$ cat src/rtl/fetch_ctrl.sv
// Instruction-fetch controller: sequences PC load/count/branch commands, issues one
// memory read at a time and buffers returned words in a small FIFO for decode.
module fetch_ctrl #(
  parameter int ADDR_W = 6,
  parameter int DATA_W = 16,
  parameter int DEPTH  = 2
) (
  input  logic              clock,
  input  logic              reset,
  input  logic              run,
  input  logic              boot_hi,
  input  logic [ADDR_W-1:0] pc,
  output logic              pc_load,
  output logic              pc_start_hi,
  output logic              pc_count,
  output logic              pc_branch,
  output logic [1:0]        pc_add_amt,
  input  logic              br_valid,
  input  logic [1:0]        br_amt,
  output logic              mem_req,
  output logic [ADDR_W-1:0] mem_addr,
  input  logic              mem_ack,
  input  logic [DATA_W-1:0] mem_rdata,
  output logic              inst_valid,
  input  logic              inst_ready,
  output logic [DATA_W-1:0] inst_data,
  output logic [ADDR_W-1:0] inst_addr,
  output logic              busy
);

  localparam int PTR_W = $clog2(DEPTH);
  localparam int CNT_W = $clog2(DEPTH) + 1;

  localparam logic [1:0] IDLE = 2'd0;
  localparam logic [1:0] LOAD = 2'd1;
  localparam logic [1:0] REQ  = 2'd2;
  localparam logic [1:0] WAIT = 2'd3;

  logic [1:0]        state, state_nx;
  logic              discard, discard_nx;
  logic [ADDR_W-1:0] req_addr;
  logic [ADDR_W-1:0] addr_mem [DEPTH];
  logic [DATA_W-1:0] data_mem [DEPTH];
  logic [PTR_W-1:0]  wr_ptr, rd_ptr;
  logic [CNT_W-1:0]  count;
  logic              flush, push, pop, fire_req, take_br, take_cnt, do_load, head_valid;

  assign head_valid = (count != '0);

  always_comb begin
    state_nx   = state;
    discard_nx = discard;
    flush      = 1'b0;
    push       = 1'b0;
    fire_req   = 1'b0;
    take_br    = 1'b0;
    take_cnt   = 1'b0;
    do_load    = 1'b0;
    case (state)
      IDLE: if (run) state_nx = LOAD;
      LOAD: begin
        do_load  = 1'b1;
        flush    = 1'b1;
        state_nx = REQ;
      end
      REQ: begin
        if (!run) begin
          state_nx = IDLE;
        end else if (br_valid) begin
          take_br = 1'b1;
          flush   = 1'b1;
        end else if (count < CNT_W'(DEPTH)) begin
          fire_req = 1'b1;
          state_nx = WAIT;
        end
      end
      WAIT: begin
        // A redirect beats a coincident ack; without an ack the in-flight word is marked stale.
        if (br_valid) begin
          take_br = 1'b1;
          flush   = 1'b1;
          if (mem_ack) begin
            discard_nx = 1'b0;
            state_nx   = REQ;
          end else begin
            discard_nx = 1'b1;
          end
        end else if (mem_ack) begin
          discard_nx = 1'b0;
          if (!discard) begin
            push     = 1'b1;
            take_cnt = 1'b1;
          end
          state_nx = run ? REQ : IDLE;
        end
      end
      default: state_nx = IDLE;
    endcase
  end

  assign pop = head_valid & inst_ready & ~flush;

  always_ff @(posedge clock) begin
    if (reset) begin
      state    <= IDLE;
      discard  <= 1'b0;
      req_addr <= '0;
      wr_ptr   <= '0;
      rd_ptr   <= '0;
      count    <= '0;
    end else begin
      state   <= state_nx;
      discard <= discard_nx;
      if (fire_req) req_addr <= pc;
      if (flush) begin
        wr_ptr <= '0;
        rd_ptr <= '0;
        count  <= '0;
      end else begin
        if (push) wr_ptr <= wr_ptr + PTR_W'(1);
        if (pop)  rd_ptr <= rd_ptr + PTR_W'(1);
        case ({push, pop})
          2'b10:   count <= count + CNT_W'(1);
          2'b01:   count <= count - CNT_W'(1);
          default: count <= count;
        endcase
      end
    end
  end

  always_ff @(posedge clock) begin
    if (push) begin
      addr_mem[wr_ptr] <= req_addr;
      data_mem[wr_ptr] <= mem_rdata;
    end
  end

  // Commands are held low while reset is asserted so the PC never sees a stale pulse.
  assign pc_load     = do_load & ~reset;
  assign pc_start_hi = pc_load & boot_hi;
  assign pc_count    = take_cnt & ~reset;
  assign pc_branch   = take_br & ~reset;
  assign pc_add_amt  = pc_branch ? br_amt : '0;
  assign mem_req     = fire_req & ~reset;
  assign mem_addr    = mem_req ? pc : '0;
  assign inst_valid  = head_valid & ~reset;
  assign inst_data   = inst_valid ? data_mem[rd_ptr] : '0;
  assign inst_addr   = inst_valid ? addr_mem[rd_ptr] : '0;
  assign busy        = (state != IDLE) & ~reset;

endmodule

$ cat config.mk
export PLATFORM = sky130hd
export DESIGN_NAME = fetch_ctrl
export DESIGN_NICKNAME = d
export VERILOG_FILES = /design/src/rtl/fetch_ctrl.sv
export SDC_FILE = /design/constraint.sdc
export NUM_CORES = 1
export LEC_CHECK = 0
export ABC_CLOCK_PERIOD_IN_PS = 3650
export CAP_MARGIN = 25
export CELL_PAD_IN_SITES_DETAIL_PLACEMENT = 1
export CELL_PAD_IN_SITES_GLOBAL_PLACEMENT = 1
export CORE_MARGIN = 1
export CORE_UTILIZATION = 40
export DETAILED_ROUTE_END_ITERATION = 7
export PLACE_DENSITY = 0.94
export SYNTH_ARGS = -nofsm -noshare
export SYNTH_HDL_FRONTEND = slang
export SYNTH_SLANG_ARGS = --single-unit
$ cat constraint.sdc
create_clock -name clock -period 3.65 [get_ports clock]
set_input_delay 0.73 -clock clock [delete_from_list [all_inputs] [get_ports clock]]
set_output_delay 0.73 -clock clock [all_outputs]
set_load 0.05 [all_outputs]
==> reports/metrics.csv <==
metric;value;unit
ioPinCount;68;
synth_seq_cells;58;
h-tree-depth;3;
die_w;78.7;um
cell_internal_pwr;0.990;mW
largest_net_degree_at_the_start_of_global_routing;21;
timing.max_slew.rel_slack;65.3;%
ctsResizeCount;0;
std_cell_rows;27;
drt_first_iter_violations;73;
placedCellCount;308;
finish.cell_count_without_fillers;324;
cts.repair_timing.setup_buffer_count;0;
min_path_cells;0;
setup_viol;0;
max_slew.worst_pin.slew;519;ps
dp_hpwl;3510;um
ys_warn_count;0;
1st_pass_router_iterations;4;
via_per_inst;4.88;
run_status;finished, final reports clean;
top_layer_used;met4;
setup.reg_to_reg.worst_slack;1560;ps
finalSetupTns;0;ps
share_of_final_layout_standard_cells_stronger_than_drive_strength_1;22.6;%
overflow;0;
post_detailed_route_wirelength_per_cell;14.7;um
worst_clock_skew;10.7;ps
max_cap_viol_count;0;
routed-wl-met2;2430;um
number_of_hold_violations_in_the_final_report;0;
totalWireLength;4760;um
drc;0;
timing.reg2reg.worst_path_depth;4;
crit_path_end_kind;primary output;
synth_edf_count;44;
ys_async_sr_fraction;0;%
r2r-end;data_mem[0][2];
synthesized_netlist_net_count;203;
design.core.area;0.00557;sq mm
synthToLayoutAreaGrowth;39.7;%
crit_type;in2out;
maxSlewViolCount;0;
portBuffers;67;
finalWeightedCongestion;0.802;
grt_pass1_vias;1614;
number_of_antenna_violations_at_the_first_check_in_global_routing;0;
power_frac_clock;37.4;%
sequential_share_of_power;56.5;%
route.vias.total;1581;
groute.usage.overall;17.0;%
tritoncts.num_buffers;9;
gate_count_post_synth;171;
power.ir.vdd_worst;180;uV
postCtsHoldBufs;0;
cts_num_sinks;58;
die_area;0.00620;sq mm
timing.hold.worst.class;reg2reg;
wire_length_of_the_first_global_routing_pass;7780;um
ys_types;32;
timing.fmax;306;MHz
met1Wirelength;1980;um
sequential_element_share_of_the_synthesized_area;68.0;%
finalCriticalPeriod;3270;ps
power.share.switching;21.7;%
postRouteAntennaNets;0;
p_leak;1.18;nW
timing.critical_path.arrival;2540;ps
crit_path_max_fanout;8;
design.final.nets;279;
mappedNetlistArea;0.00235;sq mm
clk_pin_slew;60;ps
power_density;384;mW/mm^2
min_period_over_period;89.6;%
die_y;78.7;um
clock_tree.buffer_depth;2;
diodes;0;
grt_setup_unrepaired;false;
cp-start-kind;input port;
power.net_switching;0.275;mW
syn_avg_cell_area;13.8;sq um
combPwrFrac;6.1;%
clock_latency;330;ps
tritoncts_clock_tree;built;
detailroute.wirelength.met3;264;um
endpoint;inst_data[6];
worst_setup_path_startpoint;reset;
initial_utilization;42.2;%
cp.required;2920;ps
clock-root-buffer;clkbuf_8;
synth-main-ff-cell;edfxtp_1;
regToRegStartpoint;state[0];
-- synth_stat cells, types with 2 or more instances --
cell | instances | area (sq um)
a22o_1 | 6 | 52.6
o21ai_0 | 3 | 15.0
buf_2 | 6 | 30.0
nor2_1 | 31 | 116
dfxtp_1 | 14 | 280
xor2_1 | 2 | 17.5
nand2_1 | 3 | 11.3
a21oi_1 | 4 | 20.0
buf_6 | 2 | 22.5
inv_1 | 4 | 15.0
and2_1 | 9 | 56.3
edfxtp_1 | 44 | 1320
o21ai_1 | 2 | 10.0
or3_1 | 2 | 12.5
mux2i_1 | 22 | 220
-- registers in the layout, summed over array words and instances (netlist names), named ones only --
register  count
rd_ptr        1
data_mem     32
wr_ptr        1
addr_mem     12
discard       1
count         2
req_addr      6
state         2
-- layout by cell type, fill, tap and decap left out, types with 2 or more instances in the layout --
cell / Yosys / final
a21oi_1: 4 / 4
a22o_1: 6 / 6
and2_1: 9 / 9
buf_12: 0 / 7
buf_4: 1 / 31
clkbuf_8: 0 / 9
clkdlybuf4s50_1: 0 / 37
clkinv_1: 0 / 2
clkinv_2: 0 / 4
dfxtp_1: 14 / 14
edfxtp_1: 44 / 44
inv_1: 4 / 4
mux2i_1: 22 / 22
nand2_1: 3 / 3
nor2_1: 31 / 30
o21ai_0: 3 / 3
or3_1: 2 / 2
xor2_1: 2 / 2
-- kinds of logic (layout without fill, tap and decap cells) --
group	Yosys count	count (layout)	share of synthesized area (%)
compound gates	22	22	6.85
xor+xnor	3	3	1.12
fa+ha+maj	1	1	0.531
buf+inv	14	95	3.35
flops	58	58	68.0
mux	22	22	9.35
simple gates	51	51	10.8
-- metrics by stage --
| stage | instance area, sq um | util, % | power (mW) | setup WS (ps) | hold WS, ps |
|---|---|---|---|---|---|
| 3_5_place_dp | 3130 | 56.2 | 0.807 | 377 | 441 |
| 6_report | 3290 | 59.0 | 1.27 | 379 | 463 |
| 4_1_cts | 3290 | 59.0 | 1.28 | 368 | 461 |
| 3_3_place_gp | 3130 | 56.2 | 0.804 | 434 | 441 |
| 2_1_floorplan | 2350 | - | 0.761 | 283 | 426 |
| 5_1_grt | 3290 | 59.0 | 1.31 | 298 | 482 |
-- per-layer routing --
| metal | track usage [%] | vias to the layer above |
|---|---|---|
| li1 | - | 774 |
| met1 | 19.2 | 744 |
| met2 | 29.7 | 55 |
| met3 | 4.48 | 8 |
| met4 | 8.33 | 0 |
| met5 | 0 | - |
-- power by group through the flow --
stage	Combinational, mW	Clock [mW]	Sequential [mW]
global route	0.0826	0.510	0.715
finish	0.0769	0.473	0.715
detailed placement	0.0774	0	0.729
CTS	0.0778	0.488	0.715
floorplan	0.0348	0	0.726
global placement	0.0749	0	0.729
-- worst min path at each step --
stage,from,to
finish,req_addr[0],addr_mem[0][0]
global route,req_addr[0],addr_mem[1][0]
CTS,req_addr[0],addr_mem[0][0]
detailed placement,req_addr[0],addr_mem[1][0]
global placement,req_addr[2],addr_mem[0][2]
floorplan,req_addr[0],addr_mem[0][0]
-- cell type report --
class	instances	area, sq um
clock inverter	7	36.3
clock buffer	9	124
inverter	4	15.0
tap	72	90.1
fill	571	2280
multi-input combinational	99	681
sequential	58	1600
timing repair buffer	75	743
-- worst max-delay path, cell delays in order --
cell and delay (ps):
clkdlybuf4s50_1 540, inv_1 200, o21ai_2 130, nor2_1 120, clkdlybuf4s50_1 810
Power figures use the tool's default switching activity.
